## config.mk

```make
export PLATFORM = sky130hd
export DESIGN_NAME = digit_scanner_flat
export DESIGN_NICKNAME = d
export VERILOG_FILES = /design/src/rtl/scan_pkg.sv /design/src/rtl/digit_scanner_if.sv /design/src/rtl/seg7_decode.sv /design/src/rtl/digit_scanner.sv /design/src/flat_wrapper.sv
export SDC_FILE = /design/constraint.sdc
export NUM_CORES = 1
export LEC_CHECK = 0
export CORE_AREA = 2 2 59 116
export DETAILED_ROUTE_END_ITERATION = 8
export DIE_AREA = 0 0 61 118
export PLACE_DENSITY = 0.8
export SETUP_SLACK_MARGIN = 0.02
export SYNTH_ARGS = -nofsm -noshare
export SYNTH_HDL_FRONTEND = slang
export SYNTH_SLANG_ARGS = --single-unit
```

## constraint.sdc

```tcl
create_clock -name CLK -period 3.63 [get_ports CLK]
set_input_delay 0.363 -clock CLK [delete_from_list [all_inputs] [get_ports CLK]]
set_output_delay 0.363 -clock CLK [all_outputs]
set_load 0.005 [all_outputs]
```

## src/rtl/scan_pkg.sv

```systemverilog
// rtl/scan_pkg.sv - shared constants, state type and segment codes for digit_scanner
//
// Purpose: digit geometry of the counter bus, the scanner state enum and the
// seven-segment patterns ({g,f,e,d,c,b,a}, active high).
// Ports: none (package).
package scan_pkg;

  localparam int NUM_DIGITS = 9;
  localparam int DIGIT_W    = 5;

  typedef enum logic [1:0] {
    IDLE,
    LOAD,
    SHOW,
    GAP
  } scan_state_e;

  localparam logic [6:0] SEG_0     = 7'h3F;
  localparam logic [6:0] SEG_1     = 7'h06;
  localparam logic [6:0] SEG_2     = 7'h5B;
  localparam logic [6:0] SEG_3     = 7'h4F;
  localparam logic [6:0] SEG_4     = 7'h66;
  localparam logic [6:0] SEG_5     = 7'h6D;
  localparam logic [6:0] SEG_6     = 7'h7D;
  localparam logic [6:0] SEG_7     = 7'h07;
  localparam logic [6:0] SEG_8     = 7'h7F;
  localparam logic [6:0] SEG_9     = 7'h6F;
  localparam logic [6:0] SEG_DASH  = 7'h40;
  localparam logic [6:0] SEG_BLANK = 7'h00;

  // digit_idx value presented whenever no digit is being shown
  localparam logic [3:0] IDX_NONE = 4'hF;

endpackage

```

## src/rtl/digit_scanner_if.sv

```systemverilog
// rtl/digit_scanner_if.sv - counter-side inputs and display-side outputs of digit_scanner
//
// Purpose: bundles the scanner's data/control inputs and display outputs.
// Signals:
//   en          - hold everything when low
//   lzb         - leading-zero blanking request, captured once per frame
//   digits      - nine 5-bit digits, ones at [4:0]
//   seg         - segment pattern {g,f,e,d,c,b,a}
//   dp          - decimal point, lit while ones is shown
//   digit_idx   - shown digit index 8..0, F otherwise
//   frame_start - high for the single frame-load cycle
// Modports: master drives en/lzb/digits, slave (the scanner) drives the rest.
interface digit_scanner_if;
  import scan_pkg::*;

  logic                          en;
  logic                          lzb;
  logic [NUM_DIGITS*DIGIT_W-1:0] digits;
  logic [6:0]                    seg;
  logic                          dp;
  logic [3:0]                    digit_idx;
  logic                          frame_start;

  modport master (
    output en, lzb, digits,
    input  seg, dp, digit_idx, frame_start
  );

  modport slave (
    input  en, lzb, digits,
    output seg, dp, digit_idx, frame_start
  );

endinterface

```

## src/rtl/seg7_decode.sv

```systemverilog
// rtl/seg7_decode.sv - combinational nibble to seven-segment pattern
//
// Purpose: maps 0..9 to their digit patterns and 10..15 to a minus sign.
// Ports:
//   nib - 4-bit digit value
//   seg - segment pattern {g,f,e,d,c,b,a}, active high
module seg7_decode
  import scan_pkg::*;
(
  input  logic [3:0] nib,
  output logic [6:0] seg
);

  always_comb begin
    seg = SEG_DASH;
    case (nib)
      4'd0:    seg = SEG_0;
      4'd1:    seg = SEG_1;
      4'd2:    seg = SEG_2;
      4'd3:    seg = SEG_3;
      4'd4:    seg = SEG_4;
      4'd5:    seg = SEG_5;
      4'd6:    seg = SEG_6;
      4'd7:    seg = SEG_7;
      4'd8:    seg = SEG_8;
      4'd9:    seg = SEG_9;
      default: seg = SEG_DASH;
    endcase
  end

endmodule

```

## src/rtl/digit_scanner.sv

```systemverilog
// rtl/digit_scanner.sv - frame-snapshotting multiplexed 7-segment digit scanner
//
// Purpose: once per frame latches the nine counter digits, then shows them
// most-significant first, DWELL cycles each, followed by GAP blank cycles.
// Parameters: DWELL (>=1) cycles per digit, GAP (>=0) blank cycles per frame.
// Ports:
//   CLK - clock
//   RST - synchronous active-high reset
//   bus - digit_scanner_if slave (en, lzb, digits in; seg, dp, digit_idx, frame_start out)
module digit_scanner #(
  parameter int DWELL = 1000,
  parameter int GAP   = 2000
) (
  input  logic            CLK,
  input  logic            RST,
  digit_scanner_if.slave  bus
);
  import scan_pkg::*;

  localparam int MAX_CNT = (DWELL > GAP) ? ((DWELL > 2) ? DWELL : 2)
                                         : ((GAP > 2) ? GAP : 2);
  localparam int CW      = $clog2(MAX_CNT);
  localparam int SNAP_W  = NUM_DIGITS * 4;

  localparam logic [CW-1:0] DWELL_LAST = CW'(DWELL - 1);
  localparam logic [CW-1:0] GAP_LAST   = CW'((GAP > 0) ? GAP - 1 : 0);
  localparam logic [3:0]    TOP_IDX    = 4'(NUM_DIGITS - 1);

  scan_state_e       state, state_d;
  logic [CW-1:0]     cnt, cnt_d;
  logic [3:0]        idx, idx_d;
  logic [SNAP_W-1:0] snap, snap_d;   // only the value nibbles are kept
  logic              lzb_q, lzb_d;

  logic [NUM_DIGITS-1:0] unused_digit_msb;

  always_ff @(posedge CLK) begin
    if (RST) begin
      state <= scan_pkg::IDLE;
      cnt   <= '0;
      idx   <= '0;
      snap  <= '0;
      lzb_q <= 1'b0;
    end else begin
      state <= state_d;
      cnt   <= cnt_d;
      idx   <= idx_d;
      snap  <= snap_d;
      lzb_q <= lzb_d;
    end
  end

  always_comb begin
    state_d = state;
    cnt_d   = cnt;
    idx_d   = idx;
    snap_d  = snap;
    lzb_d   = lzb_q;
    for (int k = 0; k < NUM_DIGITS; k++) begin
      unused_digit_msb[k] = bus.digits[k*DIGIT_W + 4];
    end
    if (bus.en) begin
      case (state)
        scan_pkg::IDLE: state_d = scan_pkg::LOAD;
        scan_pkg::LOAD: begin
          state_d = scan_pkg::SHOW;
          idx_d   = TOP_IDX;
          cnt_d   = DWELL_LAST;
          lzb_d   = bus.lzb;
          for (int k = 0; k < NUM_DIGITS; k++) begin
            snap_d[k*4 +: 4] = bus.digits[k*DIGIT_W +: 4];
          end
        end
        scan_pkg::SHOW: begin
          if (cnt == '0) begin
            if (idx == '0) begin
              if (GAP == 0) begin
                state_d = scan_pkg::LOAD;
              end else begin
                state_d = scan_pkg::GAP;
                cnt_d   = GAP_LAST;
              end
            end else begin
              idx_d = idx - 4'd1;
              cnt_d = DWELL_LAST;
            end
          end else begin
            cnt_d = cnt - 1'b1;
          end
        end
        scan_pkg::GAP: begin
          if (cnt == '0) begin
            state_d = scan_pkg::LOAD;
          end else begin
            cnt_d = cnt - 1'b1;
          end
        end
        default: state_d = scan_pkg::IDLE;
      endcase
    end
  end

  // Select the shown nibble and detect whether any digit at or above the
  // shown position is non-zero (a zero run from the top means "leading").
  logic [3:0] cur_nib;
  logic       upper_nz;
  logic       blank;
  logic       show;
  logic [6:0] dec_seg;

  always_comb begin
    cur_nib  = '0;
    upper_nz = 1'b0;
    for (int k = 0; k < NUM_DIGITS; k++) begin
      if (4'(k) == idx) begin
        cur_nib = snap[k*4 +: 4];
      end
      if ((4'(k) >= idx) && (snap[k*4 +: 4] != 4'd0)) begin
        upper_nz = 1'b1;
      end
    end
  end

  // Ones is never blanked so a zero value still shows a single "0".
  assign blank = lzb_q && (idx != 4'd0) && !upper_nz;
  assign show  = (state == scan_pkg::SHOW);

  seg7_decode u_decode (
    .nib (cur_nib),
    .seg (dec_seg)
  );

  assign bus.seg         = (show && !blank) ? dec_seg : SEG_BLANK;
  assign bus.dp          = show && (idx == 4'd0);
  assign bus.digit_idx   = show ? idx : IDX_NONE;
  assign bus.frame_start = (state == scan_pkg::LOAD);

endmodule
```

## src/flat_wrapper.sv

```systemverilog
// flat-port wrapper written by rule: the top's interface ports become plain ports
module digit_scanner_flat import scan_pkg::*;
#(
  parameter int DWELL = 1000,
  parameter int GAP   = 2000
)
  (CLK, RST, bus_en, bus_lzb, bus_digits, bus_seg, bus_dp, bus_digit_idx, bus_frame_start);
  digit_scanner_if bus_i ();
  input  logic CLK;
  input  logic RST;
  input wire logic [$bits(bus_i.en)-1:0] bus_en;
  input wire logic [$bits(bus_i.lzb)-1:0] bus_lzb;
  input wire logic [$bits(bus_i.digits)-1:0] bus_digits;
  output wire logic [$bits(bus_i.seg)-1:0] bus_seg;
  output wire logic [$bits(bus_i.dp)-1:0] bus_dp;
  output wire logic [$bits(bus_i.digit_idx)-1:0] bus_digit_idx;
  output wire logic [$bits(bus_i.frame_start)-1:0] bus_frame_start;
  assign bus_i.en = bus_en;
  assign bus_i.lzb = bus_lzb;
  assign bus_i.digits = bus_digits;
  assign bus_seg = bus_i.seg;
  assign bus_dp = bus_i.dp;
  assign bus_digit_idx = bus_i.digit_idx;
  assign bus_frame_start = bus_i.frame_start;
  digit_scanner #(.DWELL(DWELL), .GAP(GAP)) u_core (.CLK(CLK), .RST(RST), .bus(bus_i));
endmodule
```

## Word level (Yosys, flattened, before mapping)

Memories as Yosys holds them, arrays and structs flattened.
Index checks and enable logic that the tools add are counted.

| word-level totals | value |
|---|---|
| logic and storage cells | 98 |
| memories | 1 |
| register bits | 54 |
| output and inout port bits | 13 |
| ROM bits | 112 |
| input port bits | 49 |

| operators by class | value |
|---|---|
| equal/unequal tests | 16 |
| multiplexer cells | 31 |
| add/subtract/negate cells | 2 |
| reductions and logical operators | 34 |
| $lt $le $gt $ge | 9 |

Memories:

| name | words | bits a word | rd ports | clocked after Yosys merged registers in | write ports | line | RTL |
|---|---|---|---|---|---|---|---|
| (no name shown) | 16 | 7 | 1 | 0 | 0 | seg7_decode.sv:16 | `case (nib)` |

Operator list:

| cell | number |
|---|---|
| two-way mux 4 bit | 12 |
| nonzero test 4 bit | 10 |
| two-way mux 11 bit | 3 |
| one-hot mux 11 bit (3 select lines) | 1 |
| equality test 3 x 4 -> 1 bit, first input constant | 4 |
| >= comparator 3 x 4 -> 1 bit, first input constant | 4 |
| logical AND 1 bit | 13 |
| logical NOT 11 bit | 1 |
| subtractor 11 x 1 -> 11 bit, second input constant | 1 |
| two-way mux 1 bit | 9 |
| equality test 2 x 4 -> 1 bit, first input constant | 2 |
| >= comparator 1 x 4 -> 1 bit, first input constant | 2 |
| >= comparator 2 x 4 -> 1 bit, first input constant | 2 |
| != test 2 bit, second input constant | 4 |
| one-hot mux 2 bit (4 select lines) | 1 |
| one-hot mux 4 bit (2 select lines) | 1 |
| AND reduction 4 bit | 2 |
| two-way mux 7 bit | 1 |
| two-way mux 2 bit | 3 |
| equality test 1 x 4 -> 1 bit, first input constant | 1 |
| equality test 2 bit, second input constant | 2 |
| equality test 4 bit, first input constant | 1 |
| >= comparator 4 bit, first input constant | 1 |
| logical NOT 4 bit | 1 |
| 9 further kinds | 10 |

## Depth between registers and ports, before layout

| depth | value |
|---|---|
| depth after elaboration | 16 |
| depth in mapped cells | 12 |
| gate-level depth less buffers | 11 |

## By module

Synthesis repeated with hierarchy kept, for this count alone.

| second synthesis, totals | value |
|---|---|
| cells, all modules | 435 |
| area, all modules | 3,220.6 µm² |

By module, submodules not included:

| module | times used | cells an instance | area each (µm²) |
|---|---|---|---|
| digit_scanner | 1 | 406 | 2,992.9 |
| seg7_decode | 1 | 29 | 227.7 |

## Worst setup path before layout

No wires, ideal clock.

| timing | value |
|---|---|
| path kind | register -> output |
| start | register u_core.idx[0] |
| end | output bus_seg[0] |
| arrival | 2,384 ps |
| stages on the path, launching flop included | 12 |
| setup slack | 883 ps |
| data required time | 3,267 ps |
| buffers on the path | 1 |
| cells stage by stage | dfxtp_1 inv_1 ha_1 clkbuf_1 nand2_1 a311oi_1 a21oi_1 o22ai_1 inv_1 ha_1 mux2_2 o22ai_1 |

| between the ends | value |
|---|---|
| word-level cells in the longest chain between the ends | 16 |
| elaborated cells on any way between the ends | 53 |
| classes of those cells | 9 x order compare; 8 x eq/ne; 19 x mux; 16 x reduce/logical; 1 x memory |

RTL lines:

| item | line | RTL |
|---|---|---|
| start, declared | digit_scanner.sv:31 | `logic [3:0] idx, idx_d;` |
| start signal, assigned | digit_scanner.sv:47 | `idx <= idx_d;` |
| >= comparator 1 x 4 -> 1 bit | digit_scanner.sv:118 | `if ((4'(k) >= idx) && (snap[k*4 +: 4] != 4'd0)) begin` |
| logical AND 1 bit | digit_scanner.sv:118 |  |
| two-way mux 1 bit (9 in a row) | digit_scanner.sv:118 |  |
| logical NOT 1 bit | digit_scanner.sv:125 | `assign blank = lzb_q && (idx != 4'd0) && !upper_nz;` |
| logical AND 1 bit | digit_scanner.sv:125 |  |
| logical NOT 1 bit | digit_scanner.sv:133 | `assign bus.seg = (show && !blank) ? dec_seg : SEG_BLANK;` |
| logical AND 1 bit | digit_scanner.sv:133 |  |
| two-way mux 7 bit (*) | digit_scanner.sv:133 |  |
| end, declared | flat_wrapper.sv:14 | `output wire logic [$bits(bus_i.seg)-1:0] bus_seg;` |

Every way passes the cells marked *; elsewhere a longest branch is shown, timed or not.

## Worst setup path in the final report

| timing | value |
|---|---|
| start | register u_core.idx[1] |
| end | output bus_seg[3] |

The elaborated chain is that of the path after synthesis.

==> key figures <==
Setup path
  • Worst Reg2Reg Path Length in Cells: 6
  • Cell family with most CP delay: compound AO/OA/AOI/OAI gates
  • R2R Setup Slk: ~1.3 ns
  • CP max-delay cell: clkdlybuf4s50_1
  • Worst-path cell chain: inv_1, ha_2, a21oi_1, o21ai_0, a222oi_1, o21a_1, inv_1, ha_1, mux2_2, o22ai_1, clkdlybuf4s50_1
  • Crit path kind: flip-flop to output pin
  • CP arrival: 3.13 ns
  • CP Buf/Inv Count: 3
  • CP Max Fanout: 11
  • WP data required: 3.27 ns
  • RR Startpoint: u_core.cnt[2]$_SDFFE_PP0P_
  • R2r endpoint: u_core.state[1]$_SDFFE_PP0P_
  • CP Capture Type: output pin
  • Worst setup SP type: flip-flop
  • CP peak stage delay: 0.52 ns
  • Cell repeated most along the worst path: inv_1

CTS
  • Clock slew at reported path FFs: approximately 0.07 ns
  • H-tree Lvls: 2
  • TritonCTS clock tree: done
  • CTS Hold Bufs: 0
  • Clk sinks: 54
  • TritonCTS Buffers: 5
  • Clock Tree Buf Depth: 2
  • Clock Latency Late Sink: 0.30 ns
  • Root Buffer: clkbuf_16

Routing
  • Post-route ant nets: 0
  • Pre-Repair DR Iteration Count: 4
  • DR DRC count: 0
  • Via count: a little over 3,000
  • Iter 0 DRT Violations: 144
  • Routed length per placed instance: approximately 16 um
  • Number of vias per cell: 5.781
  • Drt total wl: 8.544 mm

Min path
  • Hold path startpoint: u_core.snap[3]$_SDFFE_PP0P_
  • Hold crit path type: flip-flop to flip-flop
  • Hold path depth: 2
  • Hold EP: u_core.snap[3]$_SDFFE_PP0P_

Final layout
  • Area Overhead vs Synth: 25.96%
  • Multi-input logic area: 0.001964 sq mm
  • Commonest non-fill, non-tap cell in the layout: nand2_1
  • Design area: 0.003964 sq mm
  • Final nets: 516
  • Most frequent cells in the layout: nand2_1, a21oi_1, dfxtp_1, clkdlybuf4s50_1, inv_1
  • Fill count: around 590
  • Ratio of cells with drive above 1 in the final layout: 10.15%
  • Diodes inserted: 0
  • Register area: 0.001086 sq mm

Pwr
  • Part of the power in the clock network: 20.6%
  • Combinational share of power: 45.9%
  • Internal: around 0.0015 W
  • NetSw: 0.0009125 W
  • Leak: 1.453 nW
  • Net switching fraction of the power: between 30 and 40%
  • Flop pwr share: between 30 and 40%
  • PD cells: 596.9 mW/mm^2
  • Peak supply drop: 0.3469 mV

Place
  • Placer congestion estimate: 0.9065
  • Post-Place Cell Area: roughly 0.0037 sq mm
  • Input/output buffers: 52
  • Dpl hpwl: 6.407 mm
  • Pre-CTS setup slack: 0.1671 ns

Yosys
  • Yosys warning total: 0
  • Synthesized Nets: 472
  • Yosys reg bits: 54
  • Leading area contributor after synthesis: dfxtp_1
  • Top area cells in the synthesized netlist: dfxtp_1, nand2_1, a21oi_1, ha_1, inv_1
  • Avg Cell Area, Syn: 7.713 sq um
  • Ys async rst share: 0%
  • Netlist cell types: 66
  • Post-Syn Area: about 0.0031 sq mm
  • Seq/Total Area, Yosys: 34.35%
  • Commonest register cell after synthesis: dfxtp_1
  • EDFF count, synth: 0
  • Synth top area share: ~34%
  • Mapped Cells: 408

Job
  • Max Cap Violations: 0

Timing
  • Fin crit period: 3.498 ns
  • Final setup viols: 0
  • Tcrit/Tclk final: 96.36%
  • Sum of negative setup slack: 0 ns
  • Final setup margin: 0.1322 ns
  • Fin. Hold Viols: 0
  • Final slew viol count: 0
  • Slew margin rel.: approximately a third
  • F_max: around 0.29 GHz
  • Tightest Pin Transition: 0.9894 ns
  • Setup repair after global routing missed its margin: no
  • Hold WS: ~0.46 ns
  • Clk_skew: 0.007870 ns

Floorplanning
  • Initial Utilization: around half
  • Core box area: 0.006310 sq mm
  • Die ar.: 0.007198 sq mm
  • Height of the die: 118 um
  • Site row count: 41
  • Die extent in x: 61 um
  • I/O pin count: 62

Global routing
  • Largest net degree at the start of global routing: 39
  • First-pass GRT wire length: roughly 14 mm
  • Initial antenna violation count: 0
  • Total gr overflow: 0
  • Global Route Usage Sum: 24.80%
  • Vias in the first global route: 3,054

Run status
  • Status: completed
-- flip-flops by register name, summed over array words and instances, names as in the netlist --
register	count
u_core.idx	4
u_core.state	2
u_core.snap	36
u_core.cnt	11
u_core.lzb_q	1
-- metrics by stage --
step,cells,util (%),power [W]
after floorplan,408,-,0.001501
after CTS,539,61.77,0.002325
after global routing,539,62.82,0.002502
after global placement,530,59.05,0.001782
after detailed placement,530,59.05,0.001827
final,539,62.82,0.002366
-- cells in the mapped netlist, drive strengths merged, types with 3 or more instances --
master  count
nand2b      7
nand3       7
nand2      92
nand4b      4
dfxtp      54
ha         15
a211oi      8
mux2i       3
o21ai       9
o21a        3
inv        19
nor2b       4
xnor2       3
nor3        7
or4         4
nand3b      7
xor2        6
clkbuf     12
a21oi      66
nor2       12
nor4        8
o22ai       5
buf        11
-- power by group through the flow --
stage	clock network [W]	logic (W)	registers [W]
2_1_floorplan	0	0.000750	0.000751
3_3_place_gp	0	0.000990	0.000792
3_5_place_dp	0	0.00103	0.000798
4_1_cts	0.000492	0.00105	0.000786
5_1_grt	0.000516	0.00118	0.000804
6_report	0.000488	0.00109	0.000791
-- per-layer routing --
metal / track usage [%] / share of wire (%)
met1: 24.78 / 35
met2: 45.63 / 58
met3: 3.956 / 2.7
met4: 12.50 / 5.0
met5: 0 / 0
-- kinds of logic after synthesis --
logic type | Yosys count | share of synthesized area [%]
XOR/XNOR | 9 | 2.505
AO/OA/AOI/OAI | 118 | 23.42
multiplexers | 4 | 1.312
adder cells (fa/ha/maj) | 15 | 5.964
buffers and inverters | 42 | 5.487
AND/OR/NAND/NOR | 166 | 26.96
flip-flops | 54 | 34.35
-- tightest hold or removal path: cells and delay by family (launching register included) --
kind / cells / cell delay [ns]
AOI/OAI and AO/OA: 1 / 0.05
and+or+nand+nor: 1 / 0.05
DFF: 1 / 0.31
-- worst max-delay path by stage --
stage,from,end,slack [ns],cells after the start
2_1_floorplan,u_core.idx[0]$_SDFFE_PP0P_,bus_seg[0],0.88,11
3_3_place_gp,u_core.idx[1]$_SDFFE_PP0P_,bus_seg[3],0.28,11
3_5_place_dp,u_core.idx[1]$_SDFFE_PP0P_,bus_seg[0],0.17,11
4_1_cts,u_core.idx[0]$_SDFFE_PP0P_,bus_seg[0],0.05,9
5_1_grt,u_core.idx[1]$_SDFFE_PP0P_,bus_seg[3],0.03,11
6_report,u_core.idx[1]$_SDFFE_PP0P_,bus_seg[3],0.13,11
-- timing repair --
| action | CTS | global route |
|---|---|---|
| endpoints found under the setup margin | 3 | 7 |
| setup buffers | 1 | 0 |
| resized for setup | 4 | 16 |
| endpoints found under the hold margin | 0 | 0 |
| pin swaps | 0 | 2 |
-- final cells by class --
type / count / share of cell area (%)
Inverter: 19 / 1.799
Timing Repair Buffer: 60 / 14.71
Sequential cell: 54 / 27.40
Multi-Input combinational cell: 312 / 49.56
Clock inverter: 2 / 0.3157
Clock buffer: 6 / 3.504
Tap cell: 86 / 2.715
Note: power is estimated with default switching activity, not from simulation.
